File: config.mk
export PLATFORM = sky130hd
export DESIGN_NAME = alu_op_sequencer
export DESIGN_NICKNAME = d
export VERILOG_FILES = /design/src/rtl/alu_op_sequencer_pkg.sv /design/src/rtl/cmd_fifo.sv /design/src/rtl/alu_op_sequencer.sv
export SDC_FILE = /design/constraint.sdc
export NUM_CORES = 1
export LEC_CHECK = 0
export ABC_AREA = 0
export CORE_MARGIN = 8
export CORE_UTILIZATION = 45
export DETAILED_ROUTE_END_ITERATION = 16
export GPL_TIMING_DRIVEN = 0
export MAX_ROUTING_LAYER = met4
export PLACE_DENSITY = 0.67
export SYNTH_ARGS = -nofsm -noshare
export SYNTH_HDL_FRONTEND = slang
export SYNTH_SLANG_ARGS = --single-unit
File: constraint.sdc
create_clock -name clk -period 2.8 [get_ports clk]
set_input_delay 0.56 -clock clk [delete_from_list [all_inputs] [get_ports clk]]
set_output_delay 0.56 -clock clk [all_outputs]
set_load 0.1 [all_outputs]
File: src/rtl/alu_op_sequencer_pkg.sv
// rtl/alu_op_sequencer_pkg.sv - opcode, state, selector and command encodings for the ALU op sequencer
package alu_op_sequencer_pkg;

  typedef enum logic [2:0] {
    OP_AND  = 3'd0,
    OP_OR   = 3'd1,
    OP_XOR  = 3'd2,
    OP_NOT  = 3'd3,
    OP_ADD  = 3'd4,
    OP_SUB  = 3'd5,
    OP_MULT = 3'd6,
    OP_RSVD = 3'd7
  } op_e;

  typedef enum logic [1:0] {
    S_IDLE  = 2'd0,
    S_ISSUE = 2'd1,
    S_WAIT  = 2'd2,
    S_HOLD  = 2'd3
  } state_e;

  localparam logic [2:0] IN_PERSIST = 3'b100;
  localparam logic [2:0] IN_LOAD    = 3'b010;
  localparam logic [2:0] IN_RESET   = 3'b001;

  localparam logic [6:0] OUT_AND  = 7'b1000000;
  localparam logic [6:0] OUT_OR   = 7'b0100000;
  localparam logic [6:0] OUT_NOT  = 7'b0010000;
  localparam logic [6:0] OUT_XOR  = 7'b0001000;
  localparam logic [6:0] OUT_ADD  = 7'b0000100;
  localparam logic [6:0] OUT_SUB  = 7'b0000010;
  localparam logic [6:0] OUT_MULT = 7'b0000001;
  localparam logic [6:0] OUT_NONE = 7'b0000000;

  localparam int CMD_W = 20;

  typedef struct packed {
    op_e        op;
    logic       load;
    logic [7:0] a;
    logic [7:0] b;
  } cmd_t;

  function automatic logic [6:0] out_sel_of(input op_e op);
    case (op)
      OP_AND:  return OUT_AND;
      OP_OR:   return OUT_OR;
      OP_XOR:  return OUT_XOR;
      OP_NOT:  return OUT_NOT;
      OP_ADD:  return OUT_ADD;
      OP_SUB:  return OUT_SUB;
      OP_MULT: return OUT_MULT;
      default: return OUT_NONE;
    endcase
  endfunction

endpackage

File: src/rtl/cmd_fifo.sv
// rtl/cmd_fifo.sv - show-ahead command FIFO, power-of-two depth, wrapping pointers
module cmd_fifo #(
  parameter int DEPTH = 4,
  parameter int WIDTH = 20
) (
  input  logic             clk,
  input  logic             rst,
  input  logic             push,
  input  logic [WIDTH-1:0] wdata,
  input  logic             pop,
  output logic [WIDTH-1:0] rdata,
  output logic             full,
  output logic             empty
);

  localparam int AW = $clog2(DEPTH);
  localparam int CW = AW + 1;

  logic [WIDTH-1:0] mem [DEPTH];
  logic [AW-1:0]    wptr;
  logic [AW-1:0]    rptr;
  logic [CW-1:0]    count;

  always_ff @(posedge clk or negedge rst) begin
    if (!rst) begin
      wptr  <= '0;
      rptr  <= '0;
      count <= '0;
    end else begin
      if (push) wptr <= wptr + AW'(1);
      if (pop)  rptr <= rptr + AW'(1);
      if (push && !pop)      count <= count + CW'(1);
      else if (pop && !push) count <= count - CW'(1);
    end
  end

  // Storage needs no reset: occupancy alone decides what is valid.
  always_ff @(posedge clk) begin
    if (push) mem[wptr] <= wdata;
  end

  assign rdata = mem[rptr];
  assign full  = (count == CW'(DEPTH));
  assign empty = (count == '0);

endmodule

File: src/rtl/alu_op_sequencer.sv
// rtl/alu_op_sequencer.sv - queues ALU commands and sequences operand drive, wait and result hand-off
module alu_op_sequencer
  import alu_op_sequencer_pkg::*;
#(
  parameter int DEPTH   = 4,
  parameter int ALU_LAT = 1
) (
  input  logic       clk,
  input  logic       rst,
  input  logic       cmd_valid,
  output logic       cmd_ready,
  input  logic [2:0] cmd_op,
  input  logic       cmd_load,
  input  logic [7:0] cmd_a,
  input  logic [7:0] cmd_b,
  output logic       alu_on,
  output logic [2:0] alu_in_selector,
  output logic [7:0] alu_num1,
  output logic [7:0] alu_num2,
  output logic [6:0] alu_out_selector,
  input  logic [7:0] alu_result,
  input  logic       alu_overflow,
  output logic       res_valid,
  input  logic       res_ready,
  output logic [7:0] res_data,
  output logic       res_err
);

  state_e     state, state_next;
  cmd_t       cur;
  logic [7:0] acc;
  logic [1:0] wait_cnt;
  logic       running;
  logic       pop, capture, drive;
  logic       fifo_full, fifo_empty;
  logic [CMD_W-1:0] fifo_rdata;

  assign cmd_ready = running && !fifo_full;
  assign alu_on    = running;
  assign res_valid = (state == S_HOLD);

  cmd_fifo #(.DEPTH(DEPTH), .WIDTH(CMD_W)) u_cmd_fifo (
    .clk   (clk),
    .rst   (rst),
    .push  (cmd_valid && cmd_ready),
    .wdata ({cmd_op, cmd_load, cmd_a, cmd_b}),
    .pop   (pop),
    .rdata (fifo_rdata),
    .full  (fifo_full),
    .empty (fifo_empty)
  );

  always_ff @(posedge clk or negedge rst) begin
    if (!rst) state <= S_IDLE;
    else      state <= state_next;
  end

  always_comb begin
    state_next       = state;
    pop              = 1'b0;
    capture          = 1'b0;
    drive            = (state == S_ISSUE) || (state == S_WAIT);
    alu_in_selector  = running ? IN_PERSIST : IN_RESET;
    alu_out_selector = OUT_NONE;
    alu_num1         = 8'h00;
    alu_num2         = 8'h00;

    case (state)
      S_IDLE: begin
        if (!fifo_empty) begin
          pop        = 1'b1;
          state_next = S_ISSUE;
        end
      end
      S_ISSUE: state_next = S_WAIT;
      S_WAIT: begin
        if (wait_cnt == 2'(ALU_LAT - 1)) begin
          capture    = 1'b1;
          state_next = S_HOLD;
        end
      end
      S_HOLD: begin
        if (res_ready) begin
          pop        = !fifo_empty;
          state_next = fifo_empty ? S_IDLE : S_ISSUE;
        end
      end
      default: state_next = S_IDLE;
    endcase

    // Operands and selectors stay put for the whole ISSUE..WAIT window.
    if (drive) begin
      alu_num1 = cur.load ? cur.a : acc;
      alu_num2 = cur.b;
      if (cur.op != OP_RSVD) begin
        alu_in_selector  = cur.load ? IN_LOAD : IN_PERSIST;
        alu_out_selector = out_sel_of(cur.op);
      end
    end
  end

  always_ff @(posedge clk or negedge rst) begin
    if (!rst) begin
      running  <= 1'b0;
      cur      <= '0;
      acc      <= 8'h00;
      wait_cnt <= 2'd0;
      res_data <= 8'h00;
      res_err  <= 1'b0;
    end else begin
      running <= 1'b1;
      if (pop) cur <= cmd_t'(fifo_rdata);
      if (state == S_ISSUE)     wait_cnt <= 2'd0;
      else if (state == S_WAIT) wait_cnt <= wait_cnt + 2'd1;
      // The reserved opcode reports an error and leaves the accumulator alone.
      if (capture) begin
        if (cur.op == OP_RSVD) begin
          res_data <= 8'h00;
          res_err  <= 1'b1;
        end else begin
          acc      <= alu_result;
          res_data <= alu_result;
          res_err  <= alu_overflow && (cur.op == OP_MULT);
        end
      end
    end
  end

endmodule

==> flow_summary.ini <==
[final_layout]
areaGrowthSynthToFinish_pct = 28.4
drive_gt1_share_pct = 34.3
multi_input_area_um2 = 1710
n_antenna_cell = 0
mostFrequentLayoutCell = edfxtp_1
final-seq-area_um2 = 3630
nFillCells = 921
fin_nets = 434
final_cell_mix = edfxtp_1 (80), dfrtp_1 (49), clkdlybuf4s50_1 (41), mux2_4 (20), mux4_2 (18)

[logic_synthesis]
syn_nets = 345
synthCells = 300
ys_ff_latch = 129
synth_edf_count = 80
syn_area_um2 = 5410
ys.warnings.count = 0
async_reset_ff_share_pct = 38.0
synth.area.top_cells = edfxtp_1 (44%), dfrtp_1 (23%), mux4_2 (7.5%)
yosysTopAreaCell = edfxtp_1
synth_top_flop_cell = edfxtp_1
synth_seq_area_share_pct = 67.1
synth.avg_cell_area_um2 = 18.0
yosysTopAreaCellShare_pct = 44.4
ys_types = 39

[critical_path]
cp.arrival_ps = 2080
worstRegToRegCells = 9
crit_buf_inv = 3
rrSetupSlack_ps = 290
cp_cell_sequence = inv_1, ha_4, clkbuf_4, a21oi_1, buf_2
cp_slowest_cell = buf_2
cpPeakStageDelay_ps = 440
endpoint_kind = primary output
critical-path-top-delay-family = buffers and inverters
crit_end = alu_in_selector[0]
startpoint = state[0]
worstReg2RegEnd = u_cmd_fifo.count[1]
crit_cells = 5
startpoint_type = flip-flop
crit_type = flip-flop to primary output
cp.required_ps = 2240
reg2reg_from = state[0]
critPathMaxFanout = 10

[clock_tree]
clk_pin_slew_worst_paths_ps = 60
cts_setup_buffers = 0
tritoncts = built
cts_buffers = 17
htree_levels = 4
cts_hold_buf = 0
cts_buffer_depth = 2
ctsResizeCount = 150
clock_latency_ps = 400
cts-root-buf = clkbuf_16
clock_sinks = 129

[floorplanning]
fp.coreArea_um2 = 11900
start_util_pct = 45.6
rows = 40
dieArea_um2 = 15800
fp.dieH_um = 126
ios = 71
die_x_um = 126

[worst_hold_path]
hp-class = primary input to async pin

[timing]
slew_violations = 0
slew_headroom_pct = 26.5
final_hold_viol_count = 0
fmax_ghz = 0.379
setup_tns_ps = 0
worst_slew_pin_slew_ps = 1100
grt_setup_unrepaired = false
setup_violations = 0
clock_skew_ps = 6.59
hold_ws_ps = 51.0
min_period_over_period_pct = 94.2
final.min_clock_period_ps = 2640

[route]
wl_um = 10200
firstDrtPassIters = 4
wl_per_cell_um = 18.6
drt_iter0_markers = 119
drc = 0
viasPerCell = 5.12
via_count = 2812
ant_nets = 0

[global_route]
grt_pass1_wl_um = 16700
grt_pass1_vias = 3116
antenna_found_initial = 0
grt_max_degree = 38
grt-ovfl-total = 0
track_usage_pct = 14.2

[placed_design]
dp_hpwl_um = 6890
gp_congestion = 0.730
io_buffers = 70

[run_status]
status = finished clean

[flow_run]
maxCapViolCount = 0
==> routing by layer <==
metal / vias up / track usage, % / part of all wire [%]
met2: 65 / 22.9 / 49
met1: 1423 / 16.4 / 45
met4: 0 / 6.30 / 1.6
met3: 12 / 3.88 / 4.4
li1: 1312 / - / -
met5: - / - / 0
==> synthesized netlist by cell type (2+ instances only) <==
master and count:
nor2b_1 10, a21oi_1 3, xor2_1 3, or2b_1 2, buf_6 5, nand2b_1 2
inv_1 11, mux4_2 18, a22o_1 8, mux4_1 2, nor3_4 2, edfxtp_1 80
and2_1 12, ha_1 11, dfrtp_1 49, nor2_1 8, mux2i_1 10, xnor2_1 3
mux2_4 20, mux2_2 11, nor3_1 3, clkbuf_1 6, nand2_1 5
==> worst min-delay path by stage <==
stage                   to  slack (ps)    start
5_1_grt        wait_cnt[0]          60      rst
2_1_floorplan       acc[0]         260      rst
3_5_place_dp   wait_cnt[0]         480      rst
6_report       wait_cnt[1]          50      rst
4_1_cts        wait_cnt[0]          40      rst
3_3_place_gp       res_err         470  res_err
==> stage by stage <==
step | std cells | setup WS (ps) | util (%) | cell area, um^2
finish | 549 | 161 | 58.6 | 6950
detailed placement | 518 | -880 | 53.7 | 6370
CTS | 549 | 1.73 | 58.4 | 6930
global route | 549 | 64.5 | 58.6 | 6950
floorplan | 300 | -354 | - | 5470
global placement | 517 | -859 | 53.6 | 6350
==> state kept, by name, summed over array words and instances (netlist names) <==
name	flops
u_cmd_fifo.mem	80
u_cmd_fifo.count	3
cur	20
acc	8
res_err	1
u_cmd_fifo.rptr	2
state	2
wait_cnt	2
res_data	8
alu_on	1
u_cmd_fifo.wptr	2
==> cell families after synthesis <==
| family | count (synthesis) | synth area share [%] |
|---|---|---|
| AOI/OAI and AO/OA | 19 | 2.73 |
| xor gates and xnor gates | 6 | 0.971 |
| adders and majority gates | 12 | 2.91 |
| buffers and inverters | 24 | 2.57 |
| DFF | 129 | 67.1 |
| muxes | 61 | 18.2 |
| other | 1 | 0.0693 |
| and+or+nand+nor | 48 | 5.55 |
==> worst register-to-register path, delay by kind of cell, from the launching register on <==
family,cells,cell delay (ps)
DFF,1,410
adders and majority gates,3,890
buffers and inverters,4,550
muxes,1,270
and+or+nand+nor,1,290
==> area by class of cell <==
class	count	area share (%)
timing repair buffer	71	9.22
buffer	12	1.42
sequential	129	52.2
clock inverter	15	3.10
tap	147	2.65
clock buffer	17	6.12
inverter	11	0.594
multi-input combinational	147	24.7
Power is not shown: default switching activity piles up to over one toggle a cycle in this logic, so the estimate is an artifact.
